--- src/rtl/alu_flags_stage.sv ---
// alu_flags_stage: registered stage after the 32-bit subtractor.
// Evaluates the condition code against the committed NZCV, updates NZCV on
// S-bit instructions, and forwards results to writeback through a 2-entry
// skid buffer (output register + skid register) with a registered IN_READY.
module alu_flags_stage (
    input  logic        CLK,
    input  logic        RST_N,
    input  logic        IN_VALID,
    output logic        IN_READY,
    input  logic [31:0] IN_RESULT,
    input  logic        IN_COUT,
    input  logic        IN_OVERFLOW,
    input  logic        IN_SETFLAGS,
    input  logic [3:0]  IN_COND,
    input  logic [3:0]  IN_RD,
    input  logic        IN_WRITE,
    input  logic        FLAGS_LOAD,
    input  logic [3:0]  FLAGS_IN,
    output logic        OUT_VALID,
    input  logic        OUT_READY,
    output logic [31:0] OUT_RESULT,
    output logic [3:0]  OUT_RD,
    output logic        OUT_WE,
    output logic [3:0]  FLAGS,
    output logic        CARRY_FWD
);

    typedef struct packed {
        logic [31:0] result;
        logic [3:0]  rd;
        logic        we;
    } entry_t;

    entry_t     out_q, out_d, skid_q, skid_d, in_entry;
    logic       out_vld_q, out_vld_d, skid_vld_q, skid_vld_d;
    logic       ready_q, ready_d;
    logic [3:0] flags_q, flags_d;
    logic       pass, accept, emit;
    logic       fn, fz, fc, fv;

    assign {fn, fz, fc, fv} = flags_q;
    assign accept   = IN_VALID & ready_q;
    assign emit     = out_vld_q & OUT_READY;
    assign in_entry = '{result: IN_RESULT, rd: IN_RD, we: pass & IN_WRITE};

    // Condition code evaluation against the committed flags
    always_comb begin
        pass = 1'b0;
        case (IN_COND)
            4'b0000: pass = fz;
            4'b0001: pass = ~fz;
            4'b0010: pass = fc;
            4'b0011: pass = ~fc;
            4'b0100: pass = fn;
            4'b0101: pass = ~fn;
            4'b0110: pass = fv;
            4'b0111: pass = ~fv;
            4'b1000: pass = fc & ~fz;
            4'b1001: pass = ~fc | fz;
            4'b1010: pass = (fn == fv);
            4'b1011: pass = (fn != fv);
            4'b1100: pass = ~fz & (fn == fv);
            4'b1101: pass = fz | (fn != fv);
            4'b1110: pass = 1'b1;
            default: pass = 1'b0;
        endcase
    end

    // Flag update: a direct load wins over an S-bit update on the same edge
    always_comb begin
        flags_d = flags_q;
        if (FLAGS_LOAD)
            flags_d = FLAGS_IN;
        else if (accept && pass && IN_SETFLAGS)
            flags_d = {IN_RESULT[31], (IN_RESULT == 32'd0), IN_COUT, IN_OVERFLOW};
    end

    // Skid buffer next state; skid entry only fills when the output is stalled
    always_comb begin
        out_d      = out_q;
        out_vld_d  = out_vld_q;
        skid_d     = skid_q;
        skid_vld_d = skid_vld_q;
        if (!out_vld_q) begin
            if (accept) begin
                out_d     = in_entry;
                out_vld_d = 1'b1;
            end
        end else if (!skid_vld_q) begin
            if (accept && emit) begin
                out_d = in_entry;
            end else if (accept) begin
                skid_d     = in_entry;
                skid_vld_d = 1'b1;
            end else if (emit) begin
                out_vld_d = 1'b0;
            end
        end else if (emit) begin
            out_d      = skid_q;
            skid_vld_d = 1'b0;
        end
        ready_d = ~(out_vld_d & skid_vld_d);
    end

    // State registers
    always_ff @(posedge CLK or negedge RST_N) begin
        if (!RST_N) begin
            out_q      <= '0;
            skid_q     <= '0;
            out_vld_q  <= 1'b0;
            skid_vld_q <= 1'b0;
            ready_q    <= 1'b1;
            flags_q    <= 4'b0000;
        end else begin
            out_q      <= out_d;
            skid_q     <= skid_d;
            out_vld_q  <= out_vld_d;
            skid_vld_q <= skid_vld_d;
            ready_q    <= ready_d;
            flags_q    <= flags_d;
        end
    end

    assign IN_READY   = ready_q;
    assign OUT_VALID  = out_vld_q;
    assign OUT_RESULT = out_q.result;
    assign OUT_RD     = out_q.rd;
    assign OUT_WE     = out_q.we;
    assign FLAGS      = flags_q;
    assign CARRY_FWD  = flags_q[1];

endmodule

--- config.mk ---
export PLATFORM = sky130hd
export DESIGN_NAME = alu_flags_stage
export DESIGN_NICKNAME = d
export VERILOG_FILES = /design/src/rtl/alu_flags_stage.sv
export SDC_FILE = /design/constraint.sdc
export NUM_CORES = 1
export LEC_CHECK = 0
export CORE_MARGIN = 5
export CORE_UTILIZATION = 35
export CTS_CLUSTER_DIAMETER = 120
export CTS_CLUSTER_SIZE = 28
export DETAILED_ROUTE_END_ITERATION = 10
export PLACE_DENSITY = 0.64
export RECOVER_POWER = 50
export SLEW_MARGIN = 25
export SYNTH_ARGS = -nofsm -noshare
export SYNTH_HDL_FRONTEND = slang
export SYNTH_SLANG_ARGS = --single-unit
--- constraint.sdc ---
create_clock -name CLK -period 2.55 [get_ports CLK]
set_input_delay 0.51 -clock CLK [delete_from_list [all_inputs] [get_ports CLK]]
set_output_delay 0.51 -clock CLK [all_outputs]
set_load 0.02 [all_outputs]
# Word level (Yosys, flattened, before mapping)
# Index checks and enable logic that the tools add are counted.
# Widths: inputs -> output; s select.
op_classes:
  n_eq_ne: 18
  bitwise: 15
  mux: 17
  reduce_logical: 9
ops:
  columns: ["operator", "count"]
  rows:
  - ["$mux 37", 5]
  - ["$logic_not 32->1", 1]
  - ["$eq 4x4->1 const B", 7]
  - ["$eq 4x3->1 const B", 4]
  - ["$pmux 1 s15", 1]
  - ["$mux 1", 9]
  - ["$eq 4x2->1 const B", 2]
  - ["$mux 4", 2]
  - ["$not 1->1", 7]
  - ["$and 1x1->1", 6]
  - ["$eq 4x1->1 const B", 1]
  - ["$logic_not 4->1", 1]
  - ["$reduce_and 4->1", 1]
  - ["$reduce_bool 2->1", 2]
  - ["$logic_and 1x1->1", 3]
  - ["$ne 3x1->1 const B", 1]
  - ["$ne 3x2->1 const B", 1]
  - ["$reduce_and 3->1", 1]
  - ["$or 1x1->1", 2]
  - ["$eq 1x1->1", 1]
  - ["$ne 1x1->1", 1]
word_totals:
  out_inout_bits: 44
  regBits: 81
  word_cells: 69

# Longest topological paths before layout
# Gate-level depths: netlist of the first run.
logic_depth:
  ltp_word: 8
  mapped_depth: 6

# Least setup slack after synthesis of the first run
# Ideal clock, no wire load.
synth_timing:
  kind: "register -> register"
  start: "reg ready_q (netlist: IN_READY)"
  end: "reg skid_q[1] (netlist bit)"
  arrival_ns: 1.784
  path_buffers: 2
  setup_ns: 0.125
  setup_slack_ns: 0.641
  path_stages_with_launch: 6
  synth_period_minus_slack_ns: 1.909
  path_cell_list: "dfstp_2 nand2_1 nor4b_1 buf_2 buf_2 mux2_2"
synth_between:
  elab_chain_len: 4
synth_rtl:
  columns: ["item", "line", "source"]
  rows:
  - ["start, declared", "36", "logic ready_q, ready_d;"]
  - ["start signal, assigned", "119", "ready_q <= ready_d;"]
  - ["$and 1x1->1 (*)", "42", "assign accept = IN_VALID & ready_q;"]
  - ["$logic_and 1x1->1", "90", "if (accept && emit) begin"]
  - ["$not 1->1 (no line)", null, null]
  - ["$reduce_and 4->1 (no line) (*)", null, null]
  - ["end signal, assigned", "116", "skid_q <= skid_d;"]
  - ["end, declared", "34", "entry_t out_q, out_d, skid_q, skid_d, in_entry;"]
# Mark *: on every way between the ends. The rest lies on a longest branch, timed or not.
# A chain may end at the register's enable or synchronous reset.

# Worst setup path after layout of the first run
layout_timing:
  start: "in IN_COND[2]"
  end: "reg flags_q[0] (netlist: FLAGS[0])"
layout_between:
  elab_chain_len: 5
  word_cells_on_any_way: 19
  classes_between: "eq/ne (14); mux (1); reduce/logical (4)"
layout_rtl:
  columns: ["item", "line", "source"]
  rows:
  - ["start, declared", "14", "input logic [3:0] IN_COND,"]
  - ["$eq 4x4->1 (tied with other cells)", "49", "case (IN_COND)"]
  - ["$pmux 1 s15 (*)", "49", null]
  - ["$logic_and 1x1->1 (*) (2 in a row)", "74", "else if (accept && pass && IN_SETFLAGS)"]
  - ["$reduce_bool 2->1 (no line) (*)", null, null]
  - ["end signal, assigned", "120", "flags_q <= flags_d;"]
  - ["end, declared", "37", "logic [3:0] flags_q, flags_d;"]
# Marked as above.

==> results of run 1 <==
## cell type report
type                            instances  area (um^2)  area share
Clock inverter                          7        102.6     0.02049
Tap cell                              136        170.2     0.03398
Timing Repair Buffer                  105         1026      0.2049
Inverter                                7        26.28    0.005247
Sequential cell                        81         2028      0.4050
Clock buffer                            9        123.9     0.02474
Multi-Input combinational cell        205         1530      0.3056
## critical path: cells and delay by family
family	cells	cell delay, ps
compound gates	3	790
buf+inv	1	510
simple gates	2	530
mux	1	140
## cell usage in the layout, fill, tap and decap left out, types with 3 or more instances in the layout
cell type / synthesis / final
a21boi_0: 3 / 3
a21oi_1: 37 / 37
a2bb2oi_1: 3 / 3
a31o_1: 3 / 3
buf_4: 1 / 5
clkbuf_8: 0 / 9
clkdlybuf4s50_1: 0 / 93
dfrtp_1: 80 / 80
inv_1: 7 / 7
mux2_2: 37 / 37
mux2i_1: 38 / 38
nand2_1: 6 / 6
nand3_1: 3 / 3
nor2_1: 37 / 37
nor4_1: 9 / 9
## sequential cells by signal, summed over array words and instances (netlist names)
register,cells
FLAGS,4
IN_READY,1
OUT_RD,4
OUT_RESULT,32
OUT_VALID,1
OUT_WE,1
skid_q,37
skid_vld_q,1
## stage by stage
| stage | util | cells | hold WS [ps] |
|---|---|---|---|
| 3_3_place_gp | 0.4666 | 534 | 488.2 |
| 3_5_place_dp | 0.4666 | 534 | 494.7 |
| 4_1_cts | 0.4887 | 550 | 168.8 |
| 2_1_floorplan | - | 312 | 214.4 |
| 5_1_grt | 0.4872 | 550 | 473.2 |
| 6_report | 0.4872 | 550 | 372.2 |
## kinds of logic (layout without fill, tap and decap cells)
kind of cell | after synthesis | count (layout)
simple gates | 69 | 69
mux | 75 | 75
flops | 81 | 81
xor+xnor | 2 | 2
buf+inv | 26 | 128
compound gates | 59 | 59
## per-layer routing
layer,GRT usage,vias to the layer above
li1,-,1315
met1,0.1890,1337
met2,0.2169,66
met3,0.04151,9
met4,0.04167,0
met5,0,-
## final timing paths
path	from	endpoint	slack [ps]	depth (start not counted)
max in group asynchronous	RST_N	skid_q[21]	670	2
worst max-delay path	IN_COND[2]	FLAGS[0]	330	7
min in group CLK	skid_q[35]	skid_q[35]	510	1
worst max register to register	OUT_VALID	OUT_RESULT[19]	410	4
worst min-delay path	RST_N	skid_q[1]	370	1
worst min register to register	skid_q[35]	skid_q[35]	510	1
## power by group through the flow
stage | registers (mW) | logic [mW] | clock network (mW)
final | 2.26 | 2.64 | 1.06
after floorplan | 2.62 | 1.24 | 0
after global placement | 2.27 | 2.63 | 0
after global routing | 2.35 | 2.86 | 1.16
after detailed placement | 2.29 | 2.67 | 0
after CTS | 2.27 | 2.68 | 1.10
==> impl_metrics.csv, run 1 <==
group,metric,value,unit
outcome,status,"completed",
global_routing,grt_start_max_net_pins,47,
power,p_leak,2.182,nW
logic_synthesis,synth_edf_count,0,
worst_setup_path,worstSetupStartpointType,"input pin",
worst_setup_path,cpMaxStageDelayCell,"clkdlybuf4s50_1",
power,pwr-share-clk,0.177,
logic_synthesis,synth_nets,365,
clock_network,postCtsSetupRepairBufs,0,
routing,firstDrtPassIters,4,
clock_network,ctsResizeCount,0,
routing,drtIter0Drc,115,
power,p_seq_frac,0.379,
worst_setup_path,cp-end-kind,"register",
logic_synthesis,seq_area_frac_synth,0.5549,
logic_synthesis,ys_types,41,
clock_network,clock_sinks,81,
sta,fin_crit_sh,0.8696,
floorplan,die_y,112.2,um
worst_setup_path,worstPathCellList,"clkdlybuf4s50_1 -> or3b_1 -> mux2i_1 -> nor4_1 -> a211oi_4 -> a31o_1 -> a2bb2oi_1",
logic_synthesis,synth_compound_area_frac,0.1037,
power,p_int,3.814,mW
logic_synthesis,async_reset_ff_frac,1.000,
placement,place_ws,-34.00,ps
hold_path,hp-class,"input pin to asynchronous set/reset pin",
sta,min_period,2217,ps
placement,portBuffers,96,
logic_synthesis,synthFlopType,"dfrtp_1",
worst_setup_path,critPathMaxFanout,10,
floorplan,ioPinCount,97,
sta,timing_hold_violations_final,0,
logic_synthesis,synth_fa_ha_area_frac,0,
routing,wl_met3,518,um
logic_synthesis,synth_top_area_frac,0.5478,
routing,dr_wl_met2,4080,um
logic_synthesis,synth_common_cells,"dfrtp_1, mux2i_1, a21oi_1, mux2_2, nor2_1",
floorplan,start_util,0.3556,
final_layout,antennaDiodeCount,0,
logic_synthesis,synth.most_common_cell,"dfrtp_1",
power,switchingPower,2.150,mW
routing,drcViolationCount,0,
sta,setup-tns-final,0,ps
worst_setup_path,worstPathArrival,2480,ps
placement,place_congestion,0.7842,
final_layout,drive_above_1_share,0.1618,
final_layout,syn_to_final_growth,37.01,%
routing,via_per_inst,4.958,
placement,hpwl,6196,um
sta,slew_violations,0,
clock_network,htreeDepth,3,
sta,worstMarginPinSlew,1302,ps
floorplan,coreArea,10280,um^2
placement,place_area,4796,um^2
logic_synthesis,synth_top_family_by_area,"multiplexers",
routing,wl_met1,4032,um
logic_synthesis,yosysWarnings,0,
clock_network,ctsHoldBuffers,0,
power,total_power,5.964,mW
logic_synthesis,synthXorXnorAreaFrac,0.004793,
power,vdd_drop_max,0.5264,mV
logic_synthesis,yosys_register_bits,81,
logic_synthesis,synth-simple-area-share,0.08901,
logic_synthesis,synth_top_area_cell,"dfrtp_1",
floorplan,fp.dieArea,12590,um^2
routing,wirelength,8725,um
routing,postRouteAntennaNets,0,
logic_synthesis,synth.area.mux_share,0.2181,
sta,rsz0062_at_grt,"no",
clock_network,clockRootBuffer,"clkbuf_8",
sta,clock_skew,10.86,ps
clock_network,numCtsBuffers,9,
clock_network,clk_pin_slew_worst_paths,90,ps
worst_setup_path,cp_slowest_stage_delay,510,ps
global_routing,grt_usage,0.1395,
final_layout,final_nets,462,
logic_synthesis,avgSynthCellArea,11.71,um^2
sta,setup_viol,0,
logic_synthesis,synth_area,3655,um^2
power,combPwrFrac,0.443,
routing,num_vias,2727,
sta,setup_slack,332.6,ps
final_layout,fillCellCount,964,
clock_network,clock_path_buffers,2,
clock_network,clk_latency,340,ps
worst_setup_path,required,2810,ps
global_routing,antenna_found_initial,0,
global_routing,grt-ovfl-total,0,
routing,routedWlPerCell,15.86,um
final_layout,fin_area,5007,um^2
global_routing,grt_pass1_vias,2725,
logic_synthesis,synth_cells,312,
logic_synthesis,synth_area_leaders,"dfrtp_1, mux2_2, mux2i_1",
run,maxCapViolCount,0,
floorplan,rows,37,
sta,relSlewSlack,0.1322,
routing,dr.max_layer_used,"met4",
power,pwr_density_cell,1191,nW/um^2
floorplan,die_w,112.2,um
power,switching_share,0.3605,
global_routing,grt_pass1_wl,14080,um
worst_setup_path,critical_path_class,"input pin to register",
clock_network,cts_tree,"built",
sta,fmax,451.0,MHz
Note: power is estimated with default switching activity, not from simulation.
==> run 2, diff against run 1 <==
--- a/config.mk
+++ b/config.mk
@@ -16,3 +16,4 @@
 export SYNTH_ARGS = -nofsm -noshare
 export SYNTH_HDL_FRONTEND = slang
 export SYNTH_SLANG_ARGS = --single-unit
+export TNS_END_PERCENT = 10
==> results of run 2 <==
Same layout as run 1: the final DEF is identical, and so are final timing and power.
